File: src/rtl/id_fetch_ctrl.sv
// rtl/id_fetch_ctrl.sv - IF/ID register with hazard freeze, branch flush and event counters.
// Optional macro ID_FETCH_FORWARDING_EN: non-branch hazards reduce to load-use only.
module id_fetch_ctrl (
  input  logic        clk,
  input  logic        rst,
  input  logic [31:0] if_pc,
  input  logic [31:0] if_instruction,
  input  logic [31:0] rs_val,
  input  logic [31:0] rt_val,
  input  logic [4:0]  ex_dest,
  input  logic        ex_wb_en,
  input  logic        ex_mem_read,
  input  logic [4:0]  mem_dest,
  input  logic        mem_wb_en,
  output logic        freez,
  output logic        br_taken,
  output logic [31:0] br_offset,
  output logic [31:0] id_pc,
  output logic [31:0] id_instruction,
  output logic        id_valid,
  output logic [15:0] stall_cnt,
  output logic [15:0] flush_cnt
);

  localparam logic [5:0] OP_RTYPE = 6'd0;
  localparam logic [5:0] OP_BEQ   = 6'd4;
  localparam logic [5:0] OP_BNE   = 6'd5;
  localparam logic [5:0] OP_SW    = 6'd43;

  typedef enum logic [1:0] {
    RUN   = 2'd0,
    STALL = 2'd1,
    FLUSH = 2'd2
  } state_t;

  state_t state;
  state_t state_next;

  logic [5:0]  opcode;
  logic [4:0]  rs;
  logic [4:0]  rt;
  logic [15:0] imm;
  logic        is_beq;
  logic        is_bne;
  logic        is_branch;
  logic        uses_rt;
  logic        src_ex;
  logic        src_mem;
  logic        wb_hazard;
  logic        load_use;
  logic        data_hazard;
  logic        hazard;
  logic        br_cond;
  logic        hold_ifid;
  logic        bubble_ifid;

  assign opcode = id_instruction[31:26];
  assign rs     = id_instruction[25:21];
  assign rt     = id_instruction[20:16];
  assign imm    = id_instruction[15:0];

  assign is_beq    = (opcode == OP_BEQ);
  assign is_bne    = (opcode == OP_BNE);
  assign is_branch = is_beq | is_bne;
  assign uses_rt   = (opcode == OP_RTYPE) | is_beq | is_bne | (opcode == OP_SW);

  // Register 0 is hardwired, so it never creates a dependency.
  assign src_ex  = ((rs != 5'd0) && (rs == ex_dest)) ||
                   (uses_rt && (rt != 5'd0) && (rt == ex_dest));
  assign src_mem = ((rs != 5'd0) && (rs == mem_dest)) ||
                   (uses_rt && (rt != 5'd0) && (rt == mem_dest));

  assign wb_hazard = (src_ex & ex_wb_en) | (src_mem & mem_wb_en);
  assign load_use  = src_ex & ex_mem_read;

`ifdef ID_FETCH_FORWARDING_EN
  assign data_hazard = load_use;
`else
  assign data_hazard = wb_hazard | load_use;
`endif

  // Branches compare raw register-file values in ID, so they cannot use forwarding.
  assign hazard = data_hazard | (is_branch & (wb_hazard | load_use));

  assign freez     = id_valid & hazard;
  assign br_cond   = (is_beq & (rs_val == rt_val)) | (is_bne & (rs_val != rt_val));
  assign br_taken  = id_valid & ~freez & br_cond;
  assign br_offset = id_valid ? {{16{imm[15]}}, imm} : 32'd0;

  always_ff @(posedge clk) begin
    if (!rst) begin
      state <= RUN;
    end else begin
      state <= state_next;
    end
  end

  always_comb begin
    state_next = RUN;
    if (freez) begin
      state_next = STALL;
    end else if (br_taken) begin
      state_next = FLUSH;
    end
  end

  always_comb begin
    hold_ifid   = 1'b0;
    bubble_ifid = 1'b0;
    case (state_next)
      STALL:   hold_ifid   = 1'b1;
      FLUSH:   bubble_ifid = 1'b1;
      default: ;
    endcase
  end

  always_ff @(posedge clk) begin
    if (!rst) begin
      id_pc          <= 32'd0;
      id_instruction <= 32'd0;
      id_valid       <= 1'b0;
      stall_cnt      <= 16'd0;
      flush_cnt      <= 16'd0;
    end else begin
      if (hold_ifid) begin
        if (stall_cnt != 16'hFFFF) begin
          stall_cnt <= stall_cnt + 16'd1;
        end
      end else if (bubble_ifid) begin
        // All-zero instruction decodes as an R-type nop on r0: no branch, no hazard.
        id_pc          <= if_pc;
        id_instruction <= 32'd0;
        id_valid       <= 1'b0;
        if (flush_cnt != 16'hFFFF) begin
          flush_cnt <= flush_cnt + 16'd1;
        end
      end else begin
        id_pc          <= if_pc;
        id_instruction <= if_instruction;
        id_valid       <= 1'b1;
      end
    end
  end

  always_ff @(posedge clk) begin
    if (rst && (state == FLUSH)) begin
      assert (!id_valid) else $error("IF/ID not a bubble after flush");
    end
  end

endmodule

File: config.mk
export PLATFORM = sky130hd
export DESIGN_NAME = id_fetch_ctrl
export DESIGN_NICKNAME = d
export VERILOG_FILES = /design/src/rtl/id_fetch_ctrl.sv
export SDC_FILE = /design/constraint.sdc
export NUM_CORES = 1
export LEC_CHECK = 0
export CELL_PAD_IN_SITES_DETAIL_PLACEMENT = 1
export CELL_PAD_IN_SITES_GLOBAL_PLACEMENT = 1
export CORE_MARGIN = 2
export CORE_UTILIZATION = 24
export DETAILED_ROUTE_END_ITERATION = 8
export PLACE_DENSITY_LB_ADDON = 0.1
export SYNTH_ARGS = -nofsm -noshare
export SYNTH_HDL_FRONTEND = slang
export SYNTH_SLANG_ARGS = --single-unit
File: constraint.sdc
create_clock -name clk -period 2.7 [get_ports clk]
set_clock_uncertainty 0.1 [all_clocks]
set_input_delay 0.54 -clock clk [delete_from_list [all_inputs] [get_ports clk]]
set_output_delay 0.54 -clock clk [all_outputs]
set_load 0.01 [all_outputs]
==> results.txt, run 1 <==
The share of the Yosys chip area taken by registers is 42.0%. In this run the tool buffered the top-level ports with 273 buffer cells. The post-route worst setup slack came out at -0.0479 ns. In this run, CTS created clock tree buffers numbering 9. The die is 143 um tall. The number of global-route vias before repair came out at 5,265. In the final design database the tool counted 968 nets. The first detailed-routing pass took 4 iterations. The number of cells on the worst hold path is 2, and the initial cell density of the core is 24.6%. Before CTS, the worst setup slack after placement is -0.793 ns.

The flow ran to the end, but the final reports show violations. For the post-synthesis net count, the log shows 683. Counting the fill cells in the layout gives 2,184.

In the routed design, unresolved DRC markers number 0. Timing would allow up to 0.364 GHz. The wire length of the first global-routing pass is 28,200 um. At the pin with the least slew margin, the transition time is 0.490 ns. Sort of element at the start of the critical path: an input pin.

The core region is 18,800 sq um. After technology mapping, the gate count stands at 538. The routed layout has 5,041 vias. Final max-slew violation count: 0. For the cts-stage hold buffer count, the log shows 0. The run gives 17.6% as the all-layer global routing usage.

The logs give 0 for the total overflow reported by the global router and 2.06 ns for the worst endpoint required time. The worst path in the final design needs a cycle of 2.75 ns, including I/O delays and setup. The worst pin sits at a relative slew slack of 67.3%.

The starting DRC count in detailed routing came out at 145. Setup repair after global routing could not meet its margin everywhere. The run gives 274 as the number of ports placed on the die boundary. The width of the die is 143 um. The critical path is of the input pin to output pin type.

A synthesized cell averages 8.59 sq um. On the critical path, the stage with the largest delay is an instance of nor4_2. The cell type with the largest total area after synthesis was dfxtp_1. The mean routed wirelength per cell was 17.3 um. Of all nets on the critical path, the largest fanout is 2. The tree built by TritonCTS fans out to 97 sinks. By area the synthesized netlist is led by dfxtp_1, xor2_1, nand2_1.

The maximum buffer depth of the clock tree is 2. The post-CTS clock slew at the launch and capture registers of the worst setup and hold paths is 0.07 ns, and the number of synthesis warnings is 0. In this run the power density over the cells is 435 nW/um^2. Number of hold violations in the final report: 0. Traced cell by cell, the critical path runs through clkdlybuf4s15_2 -> xor2_1 -> nor4_2 -> a32o_1 -> a32o_2 -> buf_6 -> o21bai_4 -> inv_2 -> buf_6. Counting flops with an async set or reset pin after synthesis yields a share of 0%.

TritonCTS built the clock tree. The final reports fail on negative setup slack. For this run, the share of the core covered by cells in the final layout is 42.7%. The die covers 20,400 sq um. The H-tree was split into 3 levels. The worst vdd rail ir drop came out at 0.304 mV.

The number of antenna violations at the first check in global routing is 0. In this run the worst hold path is classified as register to register. The number of register bits inferred by synthesis came out at 97. The number of antenna diodes in the final layout is 0.

The clock network latency to the later pin of the worst-skew pair is 0.34 ns, and the ratio of final minimum period to clock period is 102%. Final total negative setup slack: -0.0602 ns. The tool flagged a number of max-cap violations equal to 0. The synthesized netlist contains 40 unique library cells.

Among all flip-flop cells after synthesis, the most frequent one is dfxtp_1. The remaining antenna violation count is 0. The ratio of routed vias to standard cells was 4.76. For the tightest hold margin, the log shows 0.353 ns. Entering global routing, the biggest net connects 41 pins. Number of cells on the worst reg-to-reg path: 15. The endpoint kind of the worst setup timing path is an output pin. The share of synthesized area in the top cell type comes to 42.0%. The final wirelength came out at 18,300 um. Row generation in the floorplan step produced 50 rows.

The highest cell delay on the worst timing path was 0.33 ns; the signed area change from the synthesized netlist to the final layout was 73.5%. Once detailed placement completed, the half-perimeter wirelength came to 14,000 um. The tools report the count of final setup violators as 2. The tools report the clock root buffer as clkbuf_16. In this run the static leakage power is 3.17 nW. The count of flip-flops with a built-in enable after synthesis is 0, and the routability congestion estimate from global placement is 0.876. In the final layout, the share of cells above drive strength 1 is 17.8%.

For the worst setup path, the data arrival time is 2.11 ns. The most numerous cell type found on the critical path is buf_6. After synthesis the cells add up to 4620 sq um.
==> flip-flops by register name (all words and copies together), names as in the netlist <==
signal	cells
flush_cnt	16
id_instruction	32
id_pc	32
id_valid	1
stall_cnt	16
==> layout by cell type (no fill, tap or decap), types with 6 or more instances in the layout <==
cell type,instances
dfxtp_1,93
nor2_1,13
buf_4,41
a21oi_1,49
nor4_2,8
buf_6,10
o21ai_0,8
clkdlybuf4s50_1,195
nand3_1,14
buf_2,14
nand2_1,87
and2_1,18
and3_1,10
nand2b_1,7
nand4_1,12
a22o_1,32
dlygate4sd2_1,9
o31ai_1,10
nor4_1,8
or4_1,9
clkbuf_16,9
xor2_1,47
clkdlybuf4s15_1,17
clkbuf_2,29
xor2_2,6
==> worst max-delay path: cells and delay by family <==
| family | cells | cell delay (ns) |
|---|---|---|
| AOI/OAI and AO/OA | 3 | 0.57 |
| buffers and inverters | 4 | 0.50 |
| and+or+nand+nor | 1 | 0.33 |
| xor gates and xnor gates | 1 | 0.16 |
==> cells in the mapped netlist (12+ instances only) <==
cell type / instances
nand4_1: 12
buf_4: 16
nand2_1: 88
xor2_1: 53
dfxtp_1: 97
nand3_1: 14
a21oi_1: 50
nor2_1: 16
a22o_1: 32
nor4_1: 16
clkbuf_1: 20
and2_1: 18
==> stage by stage <==
step | cells | cell area (sq um) | total power [mW]
detailed placement | 1034 | 7700 | 2.27
CTS | 1058 | 8010 | 3.55
finish | 1060 | 8020 | 3.49
global route | 1060 | 8020 | 3.67
floorplan | 538 | 4620 | 1.80
global placement | 1034 | 7700 | 2.26
==> path summary, 6_finish.rpt <==
check | startpoint | end | slack [ns]
max | mem_dest[1] | br_taken | -0.05
min | id_pc[19] | id_pc[19] | 0.35
max reg2reg | id_instruction[18] | id_valid | 0
min reg2reg | id_pc[19] | id_pc[19] | 0.35
==> per-layer routing <==
layer  vias to the layer above  global-route usage [%]  part of all wire, %
met3                        24                    5.67                  7.4
met2                       179                    31.0                   49
li1                       2434                       -                    -
met4                         0                    4.74                  2.4
met5                         -                       0                    0
met1                      2404                    20.5                   41
==> layout make-up <==
| type | instances | area (sq um) | share of cell area [%] |
|---|---|---|---|
| clock buffers | 9 | 225 | 2.81 |
| clock inverters | 5 | 58.8 | 0.733 |
| inverters | 7 | 27.5 | 0.343 |
| repair buffers | 321 | 2930 | 36.6 |
| multi-input cells | 387 | 2530 | 31.6 |
| flip-flops and latches | 97 | 1950 | 24.3 |
| well taps | 234 | 293 | 3.65 |
==> power by group <==
part / leakage, nW / switching [mW] / internal, mW
Combinational: 2.23 / 0.275 / 0.408
Clock: 0.133 / 0.558 / 0.708
Sequential: 0.801 / 0.0478 / 1.49
==> logic make-up after synthesis <==
logic type | after synthesis | synth area share [%]
and+or+nand+nor | 209 | 22.6
xor gates and xnor gates | 57 | 10.8
DFF | 97 | 42.0
buffers and inverters | 54 | 6.20
adders and majority gates | 2 | 0.541
AOI/OAI and AO/OA | 114 | 16.8
muxes | 5 | 1.08
==> repair_timing <==
item                                    4_1_cts  5_1_grt
gates resized for setup                     171       81
endpoints found under the setup margin       64       47
gates cloned                                  0        0
setup buffers                                10        3
pin swaps                                    49       41
Note: power is estimated with default switching activity, not from simulation.
==> inputs of run 2 (changes only) <==
==> config.mk (replaced) <==
export PLATFORM = sky130hd
export DESIGN_NAME = id_fetch_ctrl
export DESIGN_NICKNAME = d
export VERILOG_FILES = /design/src/rtl/id_fetch_ctrl.sv
export SDC_FILE = /design/constraint.sdc
export NUM_CORES = 1
export LEC_CHECK = 0
export CELL_PAD_IN_SITES_DETAIL_PLACEMENT = 0
export CELL_PAD_IN_SITES_GLOBAL_PLACEMENT = 2
export CORE_MARGIN = 2
export CORE_UTILIZATION = 18
export DETAILED_ROUTE_END_ITERATION = 8
export PLACE_DENSITY_LB_ADDON = 0.1
export REMOVE_ABC_BUFFERS = 1
export SYNTH_ARGS = -nofsm -noshare
export SYNTH_HDL_FRONTEND = slang
export SYNTH_SLANG_ARGS = --single-unit
==> run 2 against run 1 <==
The run still ends with negative setup slack left. Worst setup slack lost 0.050 ns. Routed wire length shrank 1.7%. Clock power grew 16%. Register-to-register slack gained 0.04 ns. Final cell count grew 9.1%. Worst hold slack lost 0.0044 ns. Combinational power shrank 3.7%. Highest routed layer unchanged.
==> results.txt, run 2 (synthesis results as in run 1) <==
The run finished, with violations left. The checks that failed: negative setup slack. The number of fill cells in the layout came out at 2,636.

The transition time at the pin with the least slew margin works out to 0.398 ns. On the final layout, the worst hold slack is 0.349 ns. In this run the worst path has a maximum fanout of 2. The largest net degree at the start of global routing is 40.

The cts-stage hold buffer count was 0; the area of the die was 27,000 sq um. CTS saw 97 sinks. In the final routed layout, each cell accounts on average for 15.6 um. The worst-case IR drop observed on VDD is 0.289 mV. The sequential cells in the finished layout cover a total of 1940 sq um. The run gives 1,134 as the cell count after placement. Setup repair after global routing could not meet its margin everywhere. The final max-slew violation count was 0; the leakage dissipation was 3.22 nW.

In this run the count of I/O pins placed on the die edge is 274. The clock network latency to the later pin of the worst-skew pair was 0.35 ns; the power density over the cells was 450 nW/um^2. Wires add up to 18,000 um. The largest registers in the layout are id_instruction (32), id_pc (32). The number of cells in the finished layout apart from fillers was 1,156.

Across all layers, the routed design uses 4,965 vias. The endpoint arrival time on the critical path was 2.16 ns. Static timing analysis puts the maximum clock frequency at 0.357 GHz. Global routing finished with a remaining overflow of 0. The sort of element at the start of the critical path was an input pin.

The path class of the tightest hold or removal check is register to register. TritonCTS built the clock tree. Before antenna repair, the detailed router went through 4 iterations. Setup violations remaining at the end of the flow were counted as 4.

For the number of hold violations in the final report, the log shows 0. Family of cells with the greatest summed delay on the critical path: compound AO/OA/AOI/OAI gates. The root buffer cell chosen for the clock tree is clkbuf_16. In this run the number of H-tree levels came out at 3. The number of buffers added by the clock tree synthesis step was 9; the shortest period the worst path allows was 2.80 ns.

In this run the deepest clock path goes through 2 buffers. For the final layout net count, the log shows 966. Max-cap violations in this run came to 0.

Per report_power, the sequential group accounts for 42.0% of the total. In the layout the commonest cells are clkdlybuf4s50_1, dfxtp_1, nand2_1, xor2_1, a21oi_1. Across every metal layer, demand over resource in global routing totals 13.1%. Row generation in the floorplan step produced 58 rows. For the share of total power in the clock network, the log shows 40.1%. The critical path goes through buf_2 -> xor2_1 -> nor4_1 -> buf_4 -> nand4_1 -> o311a_1 -> o21bai_4 -> inv_2 -> buf_6. Combinational cells account for 18.0% of the total power. For the post-route worst setup slack, the log shows -0.0978 ns. The wire-length estimate of the detail-placed layout is 13,600 um. In this run, the number of DRC markers left after iteration 0 of detailed routing was 240.

The worst-path cell with the longest stage delay is o311a_1. Post-CTS clock slew at the launch and capture registers of the worst setup and hold paths: 0.06 ns. Cells with a size suffix above 1 make up 13.1% of the layout. The number of I/O port buffers is 273. The critical path in this run is classified as input pin to output pin.

The internal power is 2.76 mW, and the remaining antenna violation count is 0. For this run, the slowest stage of the critical path takes 0.43 ns. The height of the die is 164 um. The wire length of the first global-routing pass was 27,300 um. The area used by multi-input combinational logic was 2450 sq um; the worst slack at placement was -0.816 ns.

Headroom to the max-slew limit came out at 73.5%. The run gives 0 as the DRC violations left. The number of buffer and inverter instances along the worst setup path was 4. At the end of routability-driven placement, the weighted congestion stood at 0.818.

The switching share of power is 24.7%. Using the TritonRoute via totals, the vias-per-cell ratio works out to 4.29. The number of antenna diodes in the final layout is 0. The worst endpoint required time was 2.06 ns. The number of antenna violations at the first check in global routing came out at 0. Dividing the final minimum period by the clock period gives 104%. The die is 164 um wide.

For the final routed database, the setup TNS stands at -0.153 ns. The initial cell density of the core was 18.3%; the number of global-route vias before repair was 4,781. The tools report the endpoint kind of the worst setup timing path as an output pin. The switching component of the power was 907 uW. Relative to the synthesized area, the layout overhead comes to 76.3%. The commonest non-fill, non-tap cell in the layout is clkdlybuf4s50_1. Core area: 25,200 sq um.
run 2: changes by cell type in the layout (fill, tap and decap cells not counted), moves of 5 or more:
cell / previous run / this run
clkbuf_2: 29 / 8
buf_6: 10 / 4
xor2_1: 47 / 53
clkdlybuf4s15_1: 17 / 9
dlygate4sd2_1: 9 / 36
xor2_2: 6 / 0
dlymetal6s2s_1: 1 / 6
run 2: power groups by stage:
stage | combinational (mW) | sequential [mW] | clock (mW)
after global routing | 0.715 | 1.55 | 1.60
after floorplan | 0.175 | 1.60 | 0
after CTS | 0.670 | 1.54 | 1.54
after global placement | 0.693 | 1.57 | 0
final | 0.659 | 1.54 | 1.47
after detailed placement | 0.694 | 1.57 | 0
run 2: final cells by class:
cell class | instances | share of cell area [%]
repair buffers | 319 | 36.5
well taps | 330 | 5.07
inverters | 7 | 0.322
clock buffers | 11 | 3.10
flip-flops and latches | 97 | 23.8
multi-input cells | 387 | 30.1
clock inverters | 5 | 1.04
run 2: final timing paths:
| path | slack [ns] | end | depth (start not counted) | from |
|---|---|---|---|---|
| worst max-delay path | -0.1 | br_taken | 9 | rs_val[2] |
| worst max register to register | 0.04 | flush_cnt[5] | 10 | id_instruction[31] |
| worst min register to register | 0.35 | id_pc[14] | 2 | id_pc[14] |
| worst min-delay path | 0.35 | id_pc[14] | 2 | id_pc[14] |
run 2: routing by layer:
metal / wire (um) / track usage, % / part of all wire [%] / vias up
met3: 1170 / 3.54 / 6.5 / 12
met5: 0 / 0 / 0 / -
met2: 8550 / 21.7 / 47 / 163
met4: 225 / 4.03 / 1.2 / 0
met1: 8100 / 16.5 / 45 / 2339
li1: - / - / - / 2451
run 2: worst register-to-register path: stages, from the launching register on:
cell and delay (ns):
dfxtp_1 0.31, or3_1 0.39, nor3_1 0.20, buf_4 0.15
nand2b_1 0.06, nor4_2 0.26, buf_4 0.16, o21bai_4 0.06
buf_4 0.22, or4_1 0.54, a21oi_1 0.15
run 2: timing repair:
item                                    in CTS  in global routing
cloned                                       0                  0
gates resized for setup                    140                 31
endpoints found under the setup margin      55                 63
setup buffers                                6                  0
pin swaps                                   36                 19
run 2: metrics by stage:
stage / total power [mW] / area (sq um) / utilization (%)
6_report: 3.67 / 8150 / 32.4
2_1_floorplan: 1.77 / 4360 / -
3_3_place_gp: 2.27 / 7840 / 31.1
4_1_cts: 3.76 / 8130 / 32.3
5_1_grt: 3.86 / 8150 / 32.4
3_5_place_dp: 2.27 / 7840 / 31.1
